===== config.mk =====
export PLATFORM = sky130hd
export DESIGN_NAME = seq_magnitude_compare
export DESIGN_NICKNAME = d
export VERILOG_FILES = /design/src/rtl/seq_magnitude_compare.sv
export SDC_FILE = /design/constraint.sdc
export NUM_CORES = 1
export LEC_CHECK = 0
export BUFFER_PORTS_ARGS = -buffer_cell sky130_fd_sc_hd__buf_2
export CAP_MARGIN = 20
export CELL_PAD_IN_SITES_DETAIL_PLACEMENT = 1
export CELL_PAD_IN_SITES_GLOBAL_PLACEMENT = 2
export CORE_MARGIN = 3
export CORE_UTILIZATION = 31
export CTS_CLUSTER_SIZE = 14
export DETAILED_ROUTE_END_ITERATION = 10
export PLACE_DENSITY_LB_ADDON = 0.1
export SYNTH_ARGS = -nofsm -noshare
export SYNTH_HDL_FRONTEND = slang
export SYNTH_SLANG_ARGS = --single-unit

===== constraint.sdc =====
create_clock -name clk -period 3.2 [get_ports clk]
set_clock_uncertainty 0.2 [all_clocks]
set_input_delay 0.16 -clock clk [delete_from_list [all_inputs] [get_ports clk]]
set_output_delay 0.16 -clock clk [all_outputs]
set_load 0.05 [all_outputs]

===== src/rtl/seq_magnitude_compare.sv =====
// ============================================================================
// Module   : seq_magnitude_compare
// Brief    : Multi-beat eq/gt/lt comparator; operands stream MS chunk first.
//            Optional macro SIGNED_CMP_EN: MS chunk compared as two's complement.
// Revision : 1.0 - initial release
// ============================================================================
`default_nettype none

module seq_magnitude_compare #(
  parameter int WIDTH = 4,
  parameter int BEATS = 4
) (
  input  logic             clk,
  input  logic             rst_n,
  input  logic             start,
  input  logic             in_valid,
  output logic             in_ready,
  input  logic [WIDTH-1:0] A,
  input  logic [WIDTH-1:0] B,
  output logic             busy,
  output logic             done,
  output logic             eq,
  output logic             gt,
  output logic             lt
);

  localparam int                CNT_W  = (BEATS > 1) ? $clog2(BEATS) : 1;
  localparam logic [CNT_W-1:0]  C_LAST = CNT_W'(BEATS - 1);

  typedef enum logic [1:0] {
    IDLE = 2'd0,
    CMP  = 2'd1,
    DONE = 2'd2
  } state_t;

  state_t           state_q;
  logic [CNT_W-1:0] cnt_q;
  logic             decided_q;
  logic             in_ready_q;
  logic             busy_q;
  logic             done_q;
  logic             eq_q;
  logic             gt_q;
  logic             lt_q;

  logic             w_accept;
  logic             w_chunk_gt;
  logic             w_chunk_lt;
  logic             w_chunk_ne;

  assign w_accept   = in_valid & in_ready_q;
  assign w_chunk_ne = (A != B);

`ifdef SIGNED_CMP_EN
  // Only the MS chunk carries the sign; lower chunks are plain magnitude.
  assign w_chunk_gt = (cnt_q == '0) ? ($signed(A) > $signed(B)) : (A > B);
  assign w_chunk_lt = (cnt_q == '0) ? ($signed(A) < $signed(B)) : (A < B);
`else
  assign w_chunk_gt = (A > B);
  assign w_chunk_lt = (A < B);
`endif

  always_ff @(posedge clk or negedge rst_n) begin
    if (!rst_n) begin
      state_q    <= IDLE;
      cnt_q      <= '0;
      decided_q  <= 1'b0;
      in_ready_q <= 1'b0;
      busy_q     <= 1'b0;
      done_q     <= 1'b0;
      eq_q       <= 1'b0;
      gt_q       <= 1'b0;
      lt_q       <= 1'b0;
    end else begin
      case (state_q)
        IDLE: begin
          if (start) begin
            state_q    <= CMP;
            cnt_q      <= '0;
            decided_q  <= 1'b0;
            eq_q       <= 1'b0;
            gt_q       <= 1'b0;
            lt_q       <= 1'b0;
            in_ready_q <= 1'b1;
            busy_q     <= 1'b1;
          end
        end
        CMP: begin
          if (w_accept) begin
            if (!decided_q && w_chunk_ne) begin
              gt_q      <= w_chunk_gt;
              lt_q      <= w_chunk_lt;
              decided_q <= 1'b1;
            end
            // The final beat can itself be the deciding one, so fold it into eq.
            if (cnt_q == C_LAST) begin
              state_q    <= DONE;
              in_ready_q <= 1'b0;
              done_q     <= 1'b1;
              eq_q       <= ~decided_q & ~w_chunk_ne;
            end else begin
              cnt_q <= cnt_q + CNT_W'(1);
            end
          end
        end
        DONE: begin
          state_q <= IDLE;
          done_q  <= 1'b0;
          busy_q  <= 1'b0;
        end
        default: begin
          state_q    <= IDLE;
          in_ready_q <= 1'b0;
          busy_q     <= 1'b0;
          done_q     <= 1'b0;
        end
      endcase
    end
  end

  assign in_ready = in_ready_q;
  assign busy     = busy_q;
  assign done     = done_q;
  assign eq       = eq_q;
  assign gt       = gt_q;
  assign lt       = lt_q;

endmodule

`default_nettype wire

==> metrics.txt, run 1 <==
hold-fix buffer count after cts=2; RSZ-0062 raised after global routing=false; ys flop type=dfrtp_1; hold crit path type=in -> reg; syn avg cell area=approximately 9.4 µm²; starting density of the core=0.3457; Max clock buf depth=2; CTS root buffer=clkbuf_4; fillers=approximately 240; Synth Register Bits=11; Post-DRT Antenna Nets=0; Setup Crit Path Kind=reg -> reg; Reg area=275.3 µm²; Detail Placement HPWL=1082 µm; Die Y=~50 µm; Final Hold Viols=0; clock sink count=11; Worst slew margin=0.7257; final instance area=773.2 µm²; Die W=51.06 µm; final setup TNS=0 ns; vias in the first global route=569; DRC errors left=0; IO buf count=17; synth cell count leaders=11 x dfrtp_1, 8 x inv_1, 8 x nor2_1, 7 x nand2_1; Max-cap violations=0; fin crit period=1.762 ns; CTS H-tree lvls=1; status=complete, no violations; Post-Route WL=~1400 µm; WP data required=3.16 ns; Post-synth EDFFs=0; Inserted Diodes=0; CTS tree=done; DR iter-0 viols=6; peak supply drop=0.3849 mV; Synth Instances=67; drt via density=4.814; Nets=106; Row Count=15; first-pass GRT wire length=2484 µm; CP endpoint kind=register; Seq/Total Area, Yosys=0.4374; most numerous cell in the Yosys netlist=dfrtp_1; area of the multi-input gates=305.3 µm²; post-synth cell types=23; Post-synth ARST share=1.000; Die ar.=2607 µm²; Worst-Margin Slew=0.4115 ns; Mapped Area=629.4 µm²; Fmax=0.5675 GHz; Clk pin slew, worst setup/hold paths=about 0.070 ns; DR vias=~540; post-CTS setup buffer count=0; GR Util All Layers=0.1285; Core ar.=1821 µm²; routability cong.=0.7035; iteration count of the initial detailed-routing pass=4; Area after DPL=~730 µm²; wire length per cell=between 10 and 15 µm; worst path arrival time=1.72 ns; latest clock arrival within the worst-skew pair=0.27 ns; Synth Net Count=84; CP max FO=13; main area contributors after synthesis=dfrtp_1 44%, ha_1 9.9%, inv_1 4.8%; antenna violations before repair=0; post_cts resized=0; Num CTS Buffers=3; Synth area leader=dfrtp_1; top-area cell type share of the netlist area=0.4374; Layout area overhead=22.86%; final setup fails=0; total grt overflow=0; layout cells sized above 1=0.2955; Yosys warning count=0; largest net degree at the start of global routing=14; Tcrit/Tclk final=0.5506; CP startpoint kind=register; fin. max-slew vios=0; # IOs=18; Cell Pwr Density=897.9 nW/µm²; Lkg Pwr=0.3962 nW
## metrics by stage
step                setup slack, ns  utilization  hold WS (ns)  instances  power, mW
floorplan                     1.530            -       -0.3356         67     0.5343
global placement              1.511       0.3993       -0.1514        107     0.5958
detailed placement            1.481       0.3993       -0.1468        107     0.6038
CTS                           1.462       0.4247       0.02158        113     0.7049
global route                  1.350       0.4247       0.04192        113     0.7546
finish                        1.438       0.4247       0.02438        113     0.6943
## path summary, 6_finish.rpt
path | end | slack, ns | start | cells after the start
setup / recovery | gt | 1.44 | state_q[0] | 3
hold / removal | in_ready | 0.02 | in_valid | 4
setup reg to reg | gt | 1.44 | state_q[0] | 3
hold reg to reg | done | 0.30 | done | 2
max in group asynchronous | in_ready | 2.50 | rst_n | 2
min in group asynchronous | decided_q | 0.09 | rst_n | 2
## layout by cell type (no fill, tap or decap)
| master | n |
|---|---|
| a21oi_1 | 5 |
| a21oi_2 | 1 |
| a32o_2 | 1 |
| and2_2 | 1 |
| and4_1 | 1 |
| and4b_1 | 1 |
| buf_2 | 17 |
| clkbuf_1 | 1 |
| clkbuf_4 | 3 |
| dfrtp_1 | 11 |
| dlygate4sd3_1 | 2 |
| ha_1 | 5 |
| inv_1 | 8 |
| nand2_1 | 7 |
| nand3_1 | 5 |
| nand4_1 | 1 |
| nand4b_1 | 2 |
| nor2_1 | 8 |
| nor2_4 | 1 |
| nor3_1 | 1 |
| nor3b_2 | 1 |
| o21ai_0 | 2 |
| o22ai_1 | 1 |
| o22ai_2 | 1 |
| o2bb2ai_1 | 1 |
## sequential cells by signal, indices dropped and copies added, names as in the netlist
| name | count |
|---|---|
| eq | 1 |
| gt | 1 |
| busy | 1 |
| cnt_q | 2 |
| decided_q | 1 |
| state_q | 2 |
| in_ready | 1 |
| lt | 1 |
| done | 1 |
## layer usage
layer	vias up	global-route usage	part of all wire
li1	272	-	-
met3	2	0.05539	0.058
met1	258	0.1627	0.50
met4	0	0.04036	0.010
met5	-	0	0
met2	12	0.1953	0.43
## worst max-delay path, stage by stage (launching register included)
cell and delay [ns]:
dfrtp_1 0.59, and4b_1 0.49, o22ai_2 0.13, a32o_2 0.23
## area by class of cell
class	instances	share of cell area
Inverter	8	0.03883
Clock buffer	4	0.03398
Timing Repair Buffer	19	0.1359
Sequential cell	11	0.3560
Tap cell	25	0.04045
Multi-Input combinational cell	46	0.3948
## cell families (layout without fill, tap and decap cells)
group	Yosys count	in the layout	share of synthesized area
flops	11	11	0.4374
buf+inv	10	31	0.07754
compound gates	12	12	0.1312
fa+ha+maj	5	5	0.09940
simple gates	29	29	0.2545
## where the power goes
group | internal [mW] | switching (mW) | total [mW]
sequential | 0.198 | 0.0598 | 0.257
combinational | 0.108 | 0.233 | 0.342
clock | 0.0483 | 0.0468 | 0.0950
No activity file was read; power rests on OpenSTA's default activity.
==> inputs of run 2 (changes only) <==
Settings changed: CORE_UTILIZATION 31 to 26.
Clock period 3.2 ns to 1.6 ns, I/O delays scaled along.
==> run 2 against run 1 <==
Net effect:
- sequential share of layout area fell by 2.8 points
- sequential power is 89% higher
- setup slack got worse by 1.3 ns
- clock power is 100% higher
- global-route usage fell by 2.8 points
- first-iteration DRC count is the same
- count of clock-buffer cells in the layout decreased by 1
- critical endpoint unchanged
- maximum frequency rose by 19%
- critical path depth is the same
- largest power group unchanged
==> metrics.txt, run 2 (synthesized netlist as in run 1, its figures left out) <==
Post-Route WL=1403 µm; Nets=114; WP data required=1.56 ns; registers with the most flip-flops=cnt_q: 2 flops, state_q: 2 flops; fin util=0.3735; Cell Pwr Density=1735 nW/µm²; area of the multi-input gates=305.3 µm²; DRC errors left=0; Post-DRT Antenna Nets=0; Max clock buf depth=2; Tcrit/Tclk final=0.9229; fillers=about 290; fin crit period=approximately 1.5 ns; Die ar.=between 3000 and 4000 µm²; Row Count=17; Inserted Diodes=0; vias in the first global route=around 570; GR Util All Layers=0.1003; dpl ws=about 0.02 ns; most common cell after layout, fill and taps aside=buf_2; CP max FO=4; Fmax=0.6772 GHz; starting density of the core=0.2791; DR vias=562; Area after DPL=784.5 µm²; first-pass GRT wire length=2470 µm; Worst slew margin=0.8033; Detail Placement HPWL=1180 µm; Lkg Pwr=~0.44 nW; Die Y=about 55 µm; Die W=55.20 µm; RSZ-0062 raised after global routing=false; Power Total=1.461 mW; fin. max-slew vios=0; iteration count of the initial detailed-routing pass=4; R2R cell count=3; post-route setup slack=0.1234 ns; final instance area=842.1 µm²; wire length per cell=11.31 µm; largest net degree at the start of global routing=12; Final Hold Viols=0; CTS root buffer=clkbuf_4; Reg area=276.5 µm²; CTS tree=done; CTS H-tree lvls=1; Finished Layout Cells=roughly 120; layout cells sized above 1=0.3646; Layout area overhead=33.80%; cell total after placement=between 100 and 150; total grt overflow=0; Num CTS Buffers=3; latest clock arrival within the worst-skew pair=0.27 ns; post-CTS setup buffer count=0; post_cts resized=0; final setup TNS=0 ns; most frequent cells in the layout=17 x buf_2, 10 x dfrtp_1, 8 x inv_1, 8 x nor2_1; Clk pin slew, worst setup/hold paths=0.08 ns; worst path arrival time=around 1.4 ns; hold crit path type=in -> async; CP startpoint kind=register; Setup Crit Path Kind=reg -> reg; Worst-Margin Slew=0.2919 ns; # IOs=18; routability cong.=0.7288; status=complete, no violations; final setup fails=0; Min Hold Slack=approximately 0.0014 ns; peak supply drop=0.8449 mV; CP endpoint kind=register; drt via density=around 4.5; antenna violations before repair=0; Core ar.=2255 µm²; IO buf count=17; Max-cap violations=0; DR iter-0 viols=6; clock sink count=11
==> run 2: per-layer routing <==
layer / vias up / wire [µm] / track usage
met1: 259 / 656 / 0.1261
li1: 289 / - / -
met3: 2 / 87 / 0.04907
met5: - / 0 / 0
met2: 12 / 649 / 0.1554
met4: 0 / 9 / 0.02083
==> run 2: timing repair <==
action	CTS	global route
endpoints found under the hold margin	14	0
hold buffers	3	0
endpoints found under the setup margin	0	0
==> run 2: layout make-up <==
type,count,share of cell area
clock inverter,1,0.005944
clock buffer,3,0.02675
inverter,8,0.03566
multi-input combinational,46,0.3626
tap,28,0.04160
sequential,11,0.3284
timing repair buffer,27,0.1991
==> run 2: power breakdown <==
part | switching (mW) | leakage [nW] | internal [mW]
sequential | 0.0870 | 0.132 | 0.398
clock | 0.100 | 0.0177 | 0.0925
combinational | 0.505 | 0.288 | 0.278
total | 0.692 | 0.438 | 0.768
==> run 2: worst paths after layout <==
| check | startpoint | end | slack, ns |
|---|---|---|---|
| max | state_q[1] | gt | 0.12 |
| min | rst_n | cnt_q[0] | 0.001 |
| max reg2reg | state_q[1] | gt | 0.12 |
| min reg2reg | gt | gt | 0.30 |
| max in group asynchronous | rst_n | in_ready | 0.97 |
| min in group clk | A[3] | lt | 0.11 |
==> run 2: worst max-delay path, stage by stage (launching register included) <==
cell and delay [ns]:
dfrtp_1 0.42, and4b_1 0.40, o22ai_2 0.11, a32o_2 0.23
==> inputs of run 3 (changes only) <==
Settings changed: REMOVE_ABC_BUFFERS set to 1.
==> run 3 against run 2 <==
Net effect:
- combinational power is 4.1% higher
- setup slack better by 0.011 ns
- hold slack better by 0.0066 ns
- count of clock-buffer cells in the layout is 1 higher
- maximum frequency is 0.77% higher
- critical path type unchanged
- largest cell class unchanged
- largest power group unchanged
- highest routed layer unchanged
==> metrics.txt, run 3 (synthesized netlist as in run 1, its figures left out) <==
status=complete, no violations; most frequent cells in the layout=17 x buf_2, 11 x dfrtp_1, 8 x inv_1; Die Y=around 55 µm; fin. max-slew vios=0; Layout area overhead=34.00%; most common cell after layout, fill and taps aside=buf_2; Worst slew margin=0.8212; Nets=114; final instance area=843.3 µm²; r2r setup slk=about 0.13 ns; hold crit path type=in -> async; Inserted Diodes=0; CP max FO=5; clock group share of total power=0.126; Cell Pwr Density=1770 nW/µm²; Clk pin slew, worst setup/hold paths=0.08 ns; Max-cap violations=0; slowest cell delay on critical path=between 0.4 and 0.5 ns; IO buf count=17; Final Hold Viols=0; most used routing layer=met2; Worst path top cell family by delay=flip-flops; latest clock arrival within the worst-skew pair=~0.26 ns; Reg2Reg Launch Point=state_q[1]; DR vias=576; Gate power share=0.546; Worst Path Buf+Inv=0; wire length per cell=12.51 µm; fin crit period=1.465 ns; met1 Track Usage GR=0.1460; antenna violations before repair=0; Lkg Pwr=0.4357 nW; Core ar.=2255 µm²; sequential share of power=0.327; Power Total=1.492 mW; Max clock buf depth=2; drt via density=around 4.6; registers with the most flip-flops=cnt_q: 2 flops, state_q: 2 flops; Worst-Margin Slew=0.2654 ns; CP max-delay cell=dfrtp_1; post-CTS setup buffer count=0; DR iter-0 viols=2; Sw Share=0.4732; GR Util All Layers=0.1172; Die W=55.20 µm; CP endpoint kind=register; Worst R2R End=gt; total grt overflow=0; Finished Layout Cells=124; iteration count of the initial detailed-routing pass=4; R2R cell count=3; CTS root buffer=clkbuf_4; Setup Crit Path Kind=reg -> reg; CTS tree=done; Tcrit/Tclk final=0.9159; CP Cell Sequence=and4b_2, o22ai_2, a32o_2; cell total after placement=117; CTS H-tree lvls=1; largest net degree at the start of global routing=12; layout cells sized above 1=0.3646; # IOs=18; CP startpoint kind=register; cell internal pwr=786.2 µW; RSZ-0062 raised after global routing=false; starting density of the core=0.2791; final setup fails=0; first-pass GRT wire length=slightly below 3000 µm; DRC errors left=0; Area after DPL=783.3 µm²; met2 Use GR=0.1909; Fmax=between 0.6 and 0.7 GHz; final setup TNS=0 ns; Num CTS Buffers=3; met3 Resource Use GR=0.03505; switching power total=706.1 µW; routability cong.=about 0.68; Post-DRT Antenna Nets=0; Detail Placement HPWL=1243 µm; peak supply drop=approximately 0.8 mV; WP data required=1.55 ns; Row Count=17; clock sink count=11; Die ar.=3047 µm²; Post-Route WL=~1600 µm; vias in the first global route=649; worst path arrival time=1.41 ns
run 3: worst max-delay path by stage:
stage	startpoint	end	slack, ns	cells past startpoint
after floorplan	in_ready	gt	-0.15	3
after global placement	A[3]	gt	0.07	6
after detailed placement	A[3]	gt	0.05	6
after CTS	state_q[1]	lt	0.07	4
after global routing	state_q[1]	lt	0.04	4
final	state_q[1]	gt	0.13	3
run 3: repair_timing:
action / in CTS / in global routing
hold buffers: 3 / 0
endpoints found under the hold margin: 14 / 0
setup endpoints to repair: 0 / 2
gates resized for setup: 0 / 2
run 3: power groups by stage:
stage	clock, mW	sequential [mW]	combinational [mW]
after floorplan	0	0.728	0.302
after global placement	0	0.488	0.803
after detailed placement	0	0.495	0.818
after CTS	0.200	0.490	0.824
after global routing	0.217	0.509	0.907
final	0.189	0.488	0.815
run 3: per-layer routing:
layer | vias up | part of all wire
met4 | 0 | 0.0090
met3 | 2 | 0.048
met1 | 272 | 0.46
li1 | 291 | -
met5 | - | 0
met2 | 11 | 0.48
run 3: stage by stage:
step | hold WS (ns) | util | setup WS (ns)
floorplan | -0.4156 | - | -0.1469
global placement | -0.2259 | 0.3474 | 0.07472
detailed placement | -0.2299 | 0.3474 | 0.05390
CTS | 0.01111 | 0.3724 | 0.07106
global route | 0.02979 | 0.3740 | 0.03716
finish | 0.008003 | 0.3740 | 0.1346
run 3: layout make-up:
type / instances / area, µm²
fillers: 292 / 1411
multi-input cells: 46 / 309.0
flip-flops and latches: 11 / 275.3
repair buffers: 27 / 167.7
well taps: 28 / 35.03
inverters: 8 / 30.03
clock buffers: 4 / 26.28
run 3: worst reg2reg max path: stages, from the launching register on:
cell     delay, ns
dfrtp_1       0.44
and4b_2       0.39
o22ai_2       0.10
a32o_2        0.22
